**config.mk**
```make
export PLATFORM = sky130hd
export DESIGN_NAME = gate_sweep_ctrl
export DESIGN_NICKNAME = d
export VERILOG_FILES = /design/src/rtl/gate_sweep_pkg.sv /design/src/rtl/gate_sweep_ctrl_settle_timer.sv /design/src/rtl/gate_sweep_ctrl.sv
export SDC_FILE = /design/constraint.sdc
export NUM_CORES = 1
export LEC_CHECK = 0
export CORE_MARGIN = 2
export CORE_UTILIZATION = 50
export DETAILED_ROUTE_END_ITERATION = 6
export PLACE_DENSITY = 0.75
export SETUP_SLACK_MARGIN = 0.02
export SLEW_MARGIN = 40
export SYNTH_ARGS = -nofsm -noshare
export SYNTH_HDL_FRONTEND = slang
export SYNTH_SLANG_ARGS = --single-unit
```
**constraint.sdc**
```tcl
create_clock -name clk -period 4.8 [get_ports clk]
set_clock_uncertainty 0.15 [all_clocks]
set_input_delay 1.44 -clock clk [delete_from_list [all_inputs] [get_ports clk]]
set_output_delay 1.44 -clock clk [all_outputs]
set_load 0.005 [all_outputs]
```
**src/rtl/gate_sweep_pkg.sv**
```systemverilog
// Shared types and constants for the gate sweep controller.
// Holds the FSM state enum, vector/index sizing, the settle counter width
// and the default golden response for z = (a & ~c) ^ (b & c).
package gate_sweep_pkg;

  typedef enum logic [1:0] {
    IDLE   = 2'd0,
    RUN    = 2'd1,
    FINISH = 2'd2
  } state_e;

  localparam int unsigned NUM_VECTORS = 8;
  localparam int unsigned IDX_W       = 3;
  localparam int unsigned CNT_W       = 4;
  localparam int unsigned MAX_SETTLE  = 15;

  localparam logic [NUM_VECTORS-1:0] GOLDEN_DEFAULT = 8'hD8;

  // Lowest set bit position of a mask; 0 when the mask is empty.
  function automatic logic [IDX_W-1:0] lowest_set(input logic [NUM_VECTORS-1:0] mask);
    logic [IDX_W-1:0] pos;
    pos = '0;
    for (int i = NUM_VECTORS - 1; i >= 0; i--) begin
      if (mask[i]) pos = IDX_W'(i);
    end
    return pos;
  endfunction

endpackage

```
**src/rtl/gate_sweep_ctrl_settle_timer.sv**
```systemverilog
// sweep_settle_timer: loadable down-counter pacing each sweep vector.
// Ports: clk, rst_n (async active-low), load (restart the window),
// en (count while sweeping), expire_c (combinational strobe on the last
// cycle of each SETTLE_CYCLES+1 window; the counter reloads itself).
module sweep_settle_timer
  import gate_sweep_pkg::*;
#(
  parameter int unsigned SETTLE_CYCLES = 2
) (
  input  logic clk,
  input  logic rst_n,
  input  logic load,
  input  logic en,
  output logic expire_c
);

  localparam logic [CNT_W-1:0] RELOAD = CNT_W'(SETTLE_CYCLES);

  // Counter is only 4 bits wide; larger settle values cannot be represented.
  generate
    if (SETTLE_CYCLES > MAX_SETTLE) begin : g_settle_range
      $error("sweep_settle_timer: SETTLE_CYCLES must be in 0..15");
    end
  endgenerate

  logic [CNT_W-1:0] cnt_q;
  logic [CNT_W-1:0] cnt_d;

  assign expire_c = en && (cnt_q == '0);

  // Reload at window start and on every expiry so back-to-back windows tile.
  always_comb begin
    cnt_d = cnt_q;
    if (load || expire_c) begin
      cnt_d = RELOAD;
    end else if (en) begin
      cnt_d = cnt_q - CNT_W'(1);
    end
  end

  always_ff @(posedge clk or negedge rst_n) begin
    if (!rst_n) cnt_q <= '0;
    else        cnt_q <= cnt_d;
  end

endmodule

```
**src/rtl/gate_sweep_ctrl.sv**
```systemverilog
// gate_sweep_ctrl: exhaustive self-test sequencer for the external 3-input
// gate. On start it steps {a,b,c} through 000..111, holds each vector for
// SETTLE_CYCLES+1 cycles, samples z into result[idx], then compares against
// EXPECTED and pulses done for one cycle.
// Ports: clk, rst_n (async active-low); start, abort (requests);
// a, b, c (registered gate drive); z (gate output); busy, done, result,
// pass, mismatch (registered status).
// Optional macro GATE_SWEEP_FIRST_FAIL_EN adds first_fail[2:0] (lowest
// mismatching vector) and fail_seen (sticky per-sweep miscompare flag).
module gate_sweep_ctrl
  import gate_sweep_pkg::*;
#(
  parameter int unsigned                 SETTLE_CYCLES = 2,
  parameter logic [NUM_VECTORS-1:0]      EXPECTED      = GOLDEN_DEFAULT
) (
  input  logic                   clk,
  input  logic                   rst_n,
  input  logic                   start,
  input  logic                   abort,
  output logic                   a,
  output logic                   b,
  output logic                   c,
  input  logic                   z,
  output logic                   busy,
  output logic                   done,
  output logic [NUM_VECTORS-1:0] result,
  output logic                   pass,
  output logic [NUM_VECTORS-1:0] mismatch
`ifdef GATE_SWEEP_FIRST_FAIL_EN
  ,
  output logic [IDX_W-1:0]       first_fail,
  output logic                   fail_seen
`endif
);

  state_e                 state_q, state_d;
  logic [IDX_W-1:0]       idx_q, idx_d;
  logic [2:0]             abc_q, abc_d;
  logic                   busy_q, busy_d;
  logic                   done_q, done_d;
  logic                   pass_q, pass_d;
  logic [NUM_VECTORS-1:0] result_q, result_d;
  logic [NUM_VECTORS-1:0] mismatch_q, mismatch_d;
`ifdef GATE_SWEEP_FIRST_FAIL_EN
  logic [IDX_W-1:0]       first_fail_q, first_fail_d;
  logic                   fail_seen_q, fail_seen_d;
`endif

  logic timer_load_c;
  logic timer_en_c;
  logic sample_c;

  assign timer_en_c = (state_q == RUN);

  sweep_settle_timer #(
    .SETTLE_CYCLES (SETTLE_CYCLES)
  ) u_settle_timer (
    .clk      (clk),
    .rst_n    (rst_n),
    .load     (timer_load_c),
    .en       (timer_en_c),
    .expire_c (sample_c)
  );

  // Next-state and output logic.
  always_comb begin
    state_d      = state_q;
    idx_d        = idx_q;
    abc_d        = abc_q;
    busy_d       = busy_q;
    done_d       = 1'b0;
    pass_d       = pass_q;
    result_d     = result_q;
    mismatch_d   = mismatch_q;
    timer_load_c = 1'b0;
`ifdef GATE_SWEEP_FIRST_FAIL_EN
    first_fail_d = first_fail_q;
    fail_seen_d  = fail_seen_q;
`endif

    unique case (state_q)
      IDLE: begin
        // abort is meaningless here, so a simultaneous start still launches.
        if (start) begin
          state_d      = RUN;
          idx_d        = '0;
          abc_d        = '0;
          busy_d       = 1'b1;
          pass_d       = 1'b0;
          result_d     = '0;
          mismatch_d   = '0;
          timer_load_c = 1'b1;
`ifdef GATE_SWEEP_FIRST_FAIL_EN
          first_fail_d = '0;
          fail_seen_d  = 1'b0;
`endif
        end
      end

      RUN: begin
        if (abort) begin
          // Partial samples stay in result; no verdict is issued.
          state_d = IDLE;
          abc_d   = '0;
          busy_d  = 1'b0;
          pass_d  = 1'b0;
        end else if (sample_c) begin
          result_d[idx_q] = z;
`ifdef GATE_SWEEP_FIRST_FAIL_EN
          if (z != EXPECTED[idx_q]) fail_seen_d = 1'b1;
`endif
          if (idx_q == IDX_W'(NUM_VECTORS - 1)) begin
            state_d    = FINISH;
            abc_d      = '0;
            busy_d     = 1'b0;
            done_d     = 1'b1;
            pass_d     = (result_d == EXPECTED);
            mismatch_d = result_d ^ EXPECTED;
`ifdef GATE_SWEEP_FIRST_FAIL_EN
            first_fail_d = lowest_set(result_d ^ EXPECTED);
`endif
          end else begin
            idx_d = idx_q + IDX_W'(1);
            abc_d = idx_q + IDX_W'(1);
          end
        end
      end

      FINISH: begin
        state_d = IDLE;
      end

      default: begin
        state_d = IDLE;
      end
    endcase
  end

  always_ff @(posedge clk or negedge rst_n) begin
    if (!rst_n) begin
      state_q      <= IDLE;
      idx_q        <= '0;
      abc_q        <= '0;
      busy_q       <= 1'b0;
      done_q       <= 1'b0;
      pass_q       <= 1'b0;
      result_q     <= '0;
      mismatch_q   <= '0;
`ifdef GATE_SWEEP_FIRST_FAIL_EN
      first_fail_q <= '0;
      fail_seen_q  <= 1'b0;
`endif
    end else begin
      state_q      <= state_d;
      idx_q        <= idx_d;
      abc_q        <= abc_d;
      busy_q       <= busy_d;
      done_q       <= done_d;
      pass_q       <= pass_d;
      result_q     <= result_d;
      mismatch_q   <= mismatch_d;
`ifdef GATE_SWEEP_FIRST_FAIL_EN
      first_fail_q <= first_fail_d;
      fail_seen_q  <= fail_seen_d;
`endif
    end
  end

  assign a        = abc_q[2];
  assign b        = abc_q[1];
  assign c        = abc_q[0];
  assign busy     = busy_q;
  assign done     = done_q;
  assign pass     = pass_q;
  assign result   = result_q;
  assign mismatch = mismatch_q;
`ifdef GATE_SWEEP_FIRST_FAIL_EN
  assign first_fail = first_fail_q;
  assign fail_seen  = fail_seen_q;
`endif

endmodule
```
**Yosys cells after proc, flatten, opt, wreduce, memory -nomap -nowiden**

Cells that the tools add are included.

- Logic and storage cells: 80
- Bits in read-only memories: 0
- Register bits: 31
- Output and inout port bits: 22
- Bits in writable memories: 0
- Memories kept: 0
- Bits of input ports: 5
- Bits in latches: 0

- $add $sub $neg: 2
- Bitwise operators: 1
- Equality and inequality tests: 10
- Divide/modulo/power cells: 0
- Order comparisons: 2
- Shift-type cells: 0
- Multipliers: 0
- Reductions and logical operators: 13
- Muxes and demuxes: 43

Operator list:

| cell | count |
|---|---|
| $mux 8 | 6 |
| $pmux 8 s2 | 2 |
| $mux 3 | 7 |
| $mux 1 | 15 |
| $pmux 3 s2 | 2 |
| $ne 2x2->1 const B | 5 |
| $reduce_and 5->1 | 2 |
| $bwmux 8 | 1 |
| $eq 8x8->1 const B | 1 |
| $mux 2 | 4 |
| $mux 4 | 2 |
| $reduce_and 4->1 | 2 |
| $ne 3x3->1 const B | 2 |
| $reduce_and 3->1 | 2 |
| $logic_not 4->1 | 1 |
| $lt 3x4->1 const B | 1 |
| $not 4->4 | 1 |
| $pmux 1 s2 | 2 |
| $pmux 2 s2 | 1 |
| $reduce_bool 2->1 | 2 |
| $sub 4x1->4 const B | 1 |
| $add 3x1->3 const B | 1 |
| $demux 1 s3 | 1 |
| $eq 3x3->1 const B | 1 |
| other kinds (5) | 6 |

**Depth between registers and ports, before layout**

Gate-level depths: netlist (run 1).

- Word-level depth: 10
- Mapped depth: 8

**Hierarchy**

Synthesis (run 1) repeated with hierarchy kept, for this count alone.

- Cell total of the unflattened synthesis: 165
- Area total of the unflattened synthesis: 1687.9 um2

By module, submodules not included:

| module | sequential area each (um2) | cells an instance | times used | area each (um2) |
|---|---|---|---|---|
| gate_sweep_ctrl | 675.6 | 140 | 1 | 1453.9 |
| sweep_settle_timer | 100.1 | 25 | 1 | 234.0 |

**Least setup slack after synthesis (run 1)**

OpenSTA, ideal clock, no wires.

- Path type: input to register
- Start point: input abort
- End point: register idx_q[0]
- Data required time: 4.525 ns
- Cell stages on the path: 6
- Arrival: 2.365 ns
- Slack: 2.160 ns
- Cell sequence: nor2b_1 -> nand2_1 -> a21o_1 -> buf_6 -> a21o_1 -> mux2_4

- Word-level cells in the longest chain between the ends: 2

RTL lines:

| what | RTL line | source |
|---|---|---|
| from (decl) | gate_sweep_ctrl.sv:19 | `input logic abort,` |
| $ne 2x2->1 (no line) | -- |  |
| $reduce_and 5->1 (no line) | -- |  |
| to (signal assigned) | gate_sweep_ctrl.sv:155 | `idx_q <= idx_d;` |
| to (decl) | gate_sweep_ctrl.sv:37 | `logic [IDX_W-1:0] idx_q, idx_d;` |

Every way passes these cells.
A chain may end at the register's enable or synchronous reset.

**Final worst setup path (run 1)**

- Start point: input abort
- End point: register mismatch_q[7], in the netlist mismatch[7]

- Word-level cells in the longest chain between the ends: 2

RTL lines:

| what | RTL line | source |
|---|---|---|
| $ne 2x2->1 (no line) | -- |  |
| $reduce_and 5->1 (no line) | -- |  |
| to (signal assigned) | gate_sweep_ctrl.sv:161 | `mismatch_q <= mismatch_d;` |
| to (decl) | gate_sweep_ctrl.sv:43 | `logic [NUM_VECTORS-1:0] mismatch_q, mismatch_d;` |

Every way passes these cells.

==> results of run 1 <==
## worst min-delay path, stage by stage (launching register included)
cell and delay (ns):
dfrtp_1 0.35, nand2_1 0.04, o21ai_0 0.06
## layout by cell type (no fill, tap or decap), drive strengths merged, types with 2 or more instances in the layout
cell,n
dfrtp,31
clkdlybuf4s50,26
nand2,21
o21ai,18
nor2,13
a21oi,10
a22o,8
inv,7
o31ai,6
nor2b,5
clkbuf,5
nand3,4
a21o,4
mux2,4
nand2b,3
mux2i,3
ha,3
clkinv,3
nor3,2
a31oi,2
## kinds of logic after synthesis
family | count (synthesis) | synth area share, %
and+or+nand+nor | 60 | 19.6
AOI/OAI and AO/OA | 53 | 21.1
DFF | 31 | 48.0
buffers and inverters | 15 | 4.10
muxes | 7 | 4.88
adders and majority gates | 3 | 2.32
## sequential cells by signal, summed over array words and instances (netlist names)
signal                count
abc_q                     3
busy                      1
done                      1
idx_q                     3
mismatch                  8
pass                      1
result                    8
state_q                   2
u_settle_timer.cnt_q      4
## routing by layer
layer,vias up,part of all wire (%),track usage (%),wire [um]
met5,-,0,0,0
met4,0,1.8,10.6,64
met3,8,5.7,5.54,210
met2,52,45,32.3,1630
met1,663,48,31.9,1750
li1,661,-,-,-
## power by group through the flow
stage	clock [mW]	sequential [mW]	combinational (mW)
floorplan	0	0.315	0.134
global placement	0	0.328	0.169
CTS	0.150	0.325	0.175
detailed placement	0	0.330	0.174
global route	0.161	0.332	0.198
finish	0.147	0.326	0.176
## worst max path at each step
stage,slack (ns),end,startpoint
5_1_grt,1.51,mismatch[3],abort
2_1_floorplan,2.16,idx_q[0],abort
6_report,1.60,mismatch[7],abort
3_3_place_gp,1.39,mismatch[7],abort
3_5_place_dp,1.30,mismatch[7],abort
4_1_cts,1.66,mismatch[7],abort
## stage by stage
stage | utilization (%) | std cells | instance area [um^2]
finish | 63.9 | 240 | 1950
global placement | 62.2 | 232 | 1900
floorplan | - | 169 | 1620
detailed placement | 62.2 | 232 | 1900
CTS | 63.9 | 240 | 1950
global route | 63.9 | 240 | 1950
## layout make-up
cell class / count / area [um^2] / area share (%)
clock buffer: 5 / 37.5 / 1.92
sequential: 31 / 776 / 39.7
inverter: 7 / 26.3 / 1.35
clock inverter: 3 / 15.0 / 0.769
tap: 44 / 55.1 / 2.82
multi-input combinational: 123 / 774 / 39.7
timing repair buffer: 27 / 268 / 13.7
==> results.toml, run 1 <==
[outcome]
outcome = "finished clean"

[timing]
final_max_slew_viol_count = 0
maxSlewHeadroom_pct = 58.6
period_share_pct = 66.6
finalHoldViolations = 0
tightest_slew_ns = 0.618
setup_viol = 0
max_freq_ghz = 0.313
rsz0062_at_grt = "false"
tns_ns = 0
fin_hold_ws_ns = 0.336
fin_crit_ns = 3.20
postLayoutSetupSlackWorst_ns = 1.60

[setup_path]
rrSetupSlack_ns = 2.56
slowest_stage = "nand4b_1"
max_stage_delay_ns = 0.53
cp.arrival_ns = 3.32
critical_path_depth = 5
worstPathRequired_ns = 4.93
crit_path_end_kind = "flop"
crit_fanout = 14
cp_top_family = "simple AND/OR/NAND/NOR gates"
cp_num_buf_inv = 1
r2r_cells = 5
critical_path_class = "in2reg"
crit_path_cell_trace = "clkdlybuf4s50_1 > nor2b_1 > nand4b_1 > nor2_1 > a22o_1"
cp-start-kind = "input pin"
reg2reg_to = "pass"
rr_startpoint = "idx_q[1]"

[yosys]
synth_top_area_share_pct = 48.0
ys_seq_area_share_pct = 48.0
synth_most_common_cell = "dfrtp_1"
synth_commonest_cells = "dfrtp_1, nand2_1, o21ai_0"
ys_ff_latch = 31
syn_inst = 169
ys.flop_type = "dfrtp_1"
syn_avg_cell_area_um2 = 9.57
synth_edf_count = 0
synthTopCellsByArea = "dfrtp_1, o21ai_0, nand2_1, a22o_1, a21oi_1"
yosysTopAreaCell = "dfrtp_1"
synth_cell_type_count = 40
async_flop_share_pct = 100
synth_fp_nets = 177
yosys_warnings = 0
synthesis.area_um2 = 1620

[floorplanning]
core_um2 = 3050
ios = 27
die_x_um = 60.9
fp.dieH_um = 60.9
initial_core_util_pct = 53.0
fp.dieArea_um2 = 3700
row_count = 20

[global_route]
grt_max_degree = 32
antenna_found_initial = 0
grt_pass1_vias = 1304
gr-usage-all-layers_pct = 22.5
overflow = 0
grt_pass1_wl_mm = 6.02

[power]
pwr-share-comb_pct = 27.2
p_sw_share_pct = 34.8
leakage_nw = 0.865
p_clk_share_pct = 22.6
p_int_uw = 423
switchingPower_uw = 226
p_seq_share_pct = 50.2
powerDensity_nw_per_um2 = 332
finalPower_uw = 649
peakVddDrop_mv = 0.155

[cells_and_area]
nets = 203
diodes = 0
drive_gt1_share_pct = 9.69
area.growth.synth_to_final_pct = 20.7
nFillCells = 265

[clocking]
tritoncts = "yes"
htreeDepth = 2
cts.sink_count = 31
cts_resized = 0
clock_path_buffers = 2
post_cts_buffers = 0
cts_root_buf = "clkbuf_4"
clk_pin_slew_ns = 0.10
clk_latency_ns = 0.33
cts_hold_buf = 0
numCtsBuffers = 5

[flow_run]
maxCapViolations = 0

[hold_path]
whs_path_depth = 2
hp-start = "busy"
hold_class = "reg2reg"
hold_end = "busy"

[placed_design]
dp_hpwl_mm = 2.49
routabilityCongestion = 0.844
port_buffers = 26
place_ws_ns = 1.30

[route]
dr.pass1.iters = 4
drt_iter0_drc = 56
drc = 0
vias_per_cell = 5.77
drtAntennaViolNets = 0
wirelength_mm = 3.65
detail_route.wl_per_cell_um = 15.2
vias = 1384
No activity file was read; power rests on OpenSTA's default activity.
==> run 2: changes to the inputs <==
==> constraint.sdc (replaced) <==
create_clock -name clk -period 3.1 [get_ports clk]
set_clock_uncertainty 0.15 [all_clocks]
set_input_delay 0.93 -clock clk [delete_from_list [all_inputs] [get_ports clk]]
set_output_delay 0.93 -clock clk [all_outputs]
set_load 0.005 [all_outputs]
==> run 2 against run 1 <==
Against the previous run: critical path depth up 1; non-clock buffer count up 3; via count down 0.36%; count of clock-buffer cells in the layout up 3; die area unchanged; final cell count up 1.3%; setup slack worse by 0.90 ns; largest power group unchanged; combinational power up 58%; cell area up 2.0%; wire length down 2.4%.
==> results.toml, run 2 (synthesis gave the netlist of run 1 again) <==
[outcome]
outcome = "finished clean"

[floorplanning]
fp.dieArea_um2 = 3700
initial_core_util_pct = 53.0
ios = 27
fp.dieH_um = 60.9
die_x_um = 60.9
row_count = 20
core_um2 = 3050

[route]
dr.pass1.iters = 4
detail_route.wl_per_cell_um = 14.7
drt_iter0_drc = 88
vias = 1379
vias_per_cell = 5.67
wirelength_mm = 3.57
drtAntennaViolNets = 0
drc = 0

[placed_design]
dp_hpwl_mm = 2.57
routabilityCongestion = 0.917
placed_area_um2 = 1920
placed_cells = 235
port_buffers = 26
place_ws_ns = 0.452

[setup_path]
crit_path_end_kind = "flop"
r2r_cells = 7
cp_top_family = "compound AO/OA/AOI/OAI gates"
worstPathRequired_ns = 3.17
crit_top_cell = "a21oi_1"
cp-start-kind = "input pin"
max_stage_delay_ns = 0.59
critical_path_class = "in2reg"
cp.arrival_ns = 2.47
cp_num_buf_inv = 1
slowest_stage = "clkdlybuf4s50_1"
reg2reg_to = "idx_q[0]"
rr_startpoint = "u_settle_timer.cnt_q[0]"
critical_path_depth = 6
crit_path_cell_trace = "clkdlybuf4s50_1 > and4b_1 > a21oi_1 > a21oi_1 > o22ai_1 > o41ai_1"
crit_fanout = 6
rrSetupSlack_ns = 0.92

[cells_and_area]
area.growth.synth_to_final_pct = 23.1
final_cell_mix = "dfrtp_1, clkdlybuf4s50_1, nand2_1"
final_core_util_pct = 65.2
drive_gt1_share_pct = 10.6
final_area_um2 = 1990
seqCellArea_um2 = 776
nets = 206
diodes = 0
finalNonFillerCells = 243
multi_input_area_um2 = 774
layout_commonest_cell = "dfrtp_1"
nFillCells = 264

[timing]
final_max_slew_viol_count = 0
postLayoutSetupSlackWorst_ns = 0.701
rsz0062_at_grt = "false"
finalHoldViolations = 0
period_share_pct = 77.4
fin_crit_ns = 2.40
max_freq_ghz = 0.417
setup_viol = 0
maxSlewHeadroom_pct = 68.7
tightest_slew_ns = 0.470
tns_ns = 0

[clocking]
cts.sink_count = 31
cts_resized = 0
tritoncts = "yes"
htreeDepth = 2
cts_root_buf = "clkbuf_4"
numCtsBuffers = 5
clock_path_buffers = 2
post_cts_buffers = 0
clk_latency_ns = 0.33
cts_hold_buf = 0
clk_pin_slew_ns = 0.10

[hold_path]
whs_path_depth = 2
hold_class = "reg2reg"
hp-start = "abc_q[2]"
hold_end = "abc_q[2]"

[flow_run]
maxCapViolations = 0

[power]
leakage_nw = 0.882
powerDensity_nw_per_um2 = 528
peakVddDrop_mv = 0.317

[global_route]
gr-usage-all-layers_pct = 22.5
antenna_found_initial = 0
grt_pass1_vias = 1299
grt_pass1_wl_mm = 6.09
grt_max_degree = 32
overflow = 0
[run 2: cell types whose count changed in the layout (fill, tap and decap cells not counted)]
cell      previous run  this run
clkinv_2             3         0
clkbuf_1             0         1
clkbuf_8             0         2
buf_4                1         4
[run 2: through the flow]
step / hold slack [ns] / power (mW)
detailed placement: 0.317 / 0.788
CTS: 0.345 / 1.06
finish: 0.340 / 1.05
floorplan: 0.315 / 0.695
global route: 0.363 / 1.12
global placement: 0.314 / 0.774
[run 2: worst reg2reg max path: cells and delay by family (launching register included)]
family / cells / cell delay, ns
compound gates: 2 / 0.51
fa+ha+maj: 1 / 0.21
buf+inv: 1 / 0.09
flops: 1 / 0.41
mux: 1 / 0.26
simple gates: 2 / 0.43
[run 2: metal layers]
layer / track usage [%] / vias up / wire length, um
met2: 32.1 / 45 / 1610
met5: 0 / - / 0
met4: 6.83 / 0 / 46
li1: - / 666 / -
met1: 33.5 / 663 / 1710
met3: 5.76 / 5 / 196
[run 2: cell type report]
cell class	count	share of cell area (%)
sequential	31	39.0
timing repair buffer	30	14.6
clock buffer	8	3.46
tap	44	2.77
multi-input combinational	123	38.9
inverter	7	1.32
[run 2: power by group]
group / internal [mW] / switching (mW)
logic: 0.130 / 0.148
registers: 0.446 / 0.0599
clock network: 0.133 / 0.134
[run 2: worst max-delay path by stage]
stage | start | end | slack (ns)
after floorplan | abort | idx_q[0] | 0.97
after global placement | z | pass | 0.42
after detailed placement | z | pass | 0.45
after CTS | result[7] | result[7] | 0.70
after global routing | result[7] | result[7] | 0.63
final | z | pass | 0.70
==> run 3: changes to the inputs <==
==> constraint.sdc (replaced) <==
create_clock -name clk -period 2.4 [get_ports clk]
set_clock_uncertainty 0.15 [all_clocks]
set_input_delay 0.72 -clock clk [delete_from_list [all_inputs] [get_ports clk]]
set_output_delay 0.72 -clock clk [all_outputs]
set_load 0.005 [all_outputs]
==> run 3 against run 2 <==
Against the previous run: via count grew 2.0%; highest routed layer unchanged; largest cell class unchanged; sequential share of layout area decreased by 0.073 points; non-clock buffer count increased by 3.
==> results.toml, run 3 (synthesis gave the netlist of run 1 again) <==
[outcome]
outcome = "finished clean"

[route]
drc = 0
dr.pass1.iters = 4
detail_route.wl_per_cell_um = 15.3
drtAntennaViolNets = 0
vias_per_cell = 5.72
vias = 1406
drt_iter0_drc = 54
wirelength_mm = 3.76

[clocking]
clk_latency_ns = 0.33
cts_resized = 0
numCtsBuffers = 5
tritoncts = "yes"
cts_hold_buf = 0
clk_pin_slew_ns = 0.10
cts_root_buf = "clkbuf_4"
cts.sink_count = 31
post_cts_buffers = 0
clock_path_buffers = 2
htreeDepth = 2

[floorplanning]
die_x_um = 60.9
fp.dieArea_um2 = 3700
row_count = 20
initial_core_util_pct = 53.0
fp.dieH_um = 60.9
core_um2 = 3050
ios = 27

[placed_design]
port_buffers = 26
dp_hpwl_mm = 2.59
routabilityCongestion = 0.970

[timing]
fin_hold_ws_ns = 0.332
finalHoldViolations = 0
period_share_pct = 92.5
final_max_slew_viol_count = 0
rsz0062_at_grt = "false"
tightest_slew_ns = 0.469
setup_viol = 0
fin_crit_ns = 2.22
maxSlewHeadroom_pct = 68.4
max_freq_ghz = 0.450
tns_ns = 0

[setup_path]
crit_path_cell_trace = "and2b_1 > nor2b_1 > mux2i_1 > nand3_1 > o41ai_1"
max_stage_delay_ns = 0.59
cp-start-kind = "flop"
crit_path_end_kind = "flop"
cp.arrival_ns = 2.29
worstPathRequired_ns = 2.47
slowest_stage = "dfrtp_1"
crit_fanout = 12
critical_path_class = "reg2reg"

[global_route]
grt_pass1_vias = 1334
grt_max_degree = 32
grt_pass1_wl_mm = 6.27
overflow = 0
gr-usage-all-layers_pct = 23.1
antenna_found_initial = 0

[cells_and_area]
nets = 209
area.growth.synth_to_final_pct = 23.4
diodes = 0
final_core_util_pct = 65.3
layout_commonest_cell = "dfrtp_1"
final_cell_mix = "dfrtp_1, clkdlybuf4s50_1, nand2_1"
drive_gt1_share_pct = 11.4

[power]
finalPower_mw = 1.32
powerDensity_nw_per_um2 = 663
peakVddDrop_mv = 0.391
leakage_nw = 0.889

[hold_path]
hold_class = "reg2reg"

[flow_run]
maxCapViolations = 0
[run 3: worst paths after layout]
check,cells past startpoint,startpoint,slack [ns],endpoint
max in group asynchronous,2,rst_n,1.20,pass
worst min register to register,2,mismatch[6],0.33,mismatch[6]
worst min-delay path,2,mismatch[6],0.33,mismatch[6]
worst max-delay path,5,idx_q[0],0.18,pass
worst max register to register,5,idx_q[0],0.18,pass
min in group asynchronous,2,rst_n,0.62,u_settle_timer.cnt_q[0]
[run 3: report_power, final]
group,switching (mW),internal (mW)
Sequential,0.0714,0.576
Clock,0.179,0.114
Combinational,0.208,0.173
Total,0.459,0.863
[run 3: cell type report]
class | instances | area, um^2
sequential | 31 | 776
fill | 281 | 1060
clock inverter | 1 | 5.00
clock buffer | 7 | 45.0
timing repair buffer | 33 | 313
inverter | 7 | 26.3
tap | 44 | 55.1
multi-input combinational | 123 | 774
[run 3: per-stage QoR]
step                setup slack [ns]  cell area (um^2)  std cells
floorplan                      0.476              1620        169
global placement            -0.00233              1940        238
detailed placement           -0.0334              1940        238
CTS                            0.209              1990        246
global route                  0.0743              1990        246
finish                         0.179              1990        246
[run 3: critical path, delay by kind of cell, from the launching register on]
| family | cells | cell delay (ns) |
|---|---|---|
| simple gates | 3 | 0.69 |
| flops | 1 | 0.59 |
| mux | 1 | 0.40 |
| compound gates | 1 | 0.28 |
[run 3: layer usage]
layer	GRT usage, %	up-vias	wire, um	share of wire (%)
met5	0	-	0	0
met4	9.63	0	56	1.5
met3	4.05	6	132	3.5
met2	35.0	35	1770	47
met1	32.8	696	1810	48
li1	-	669	-	-
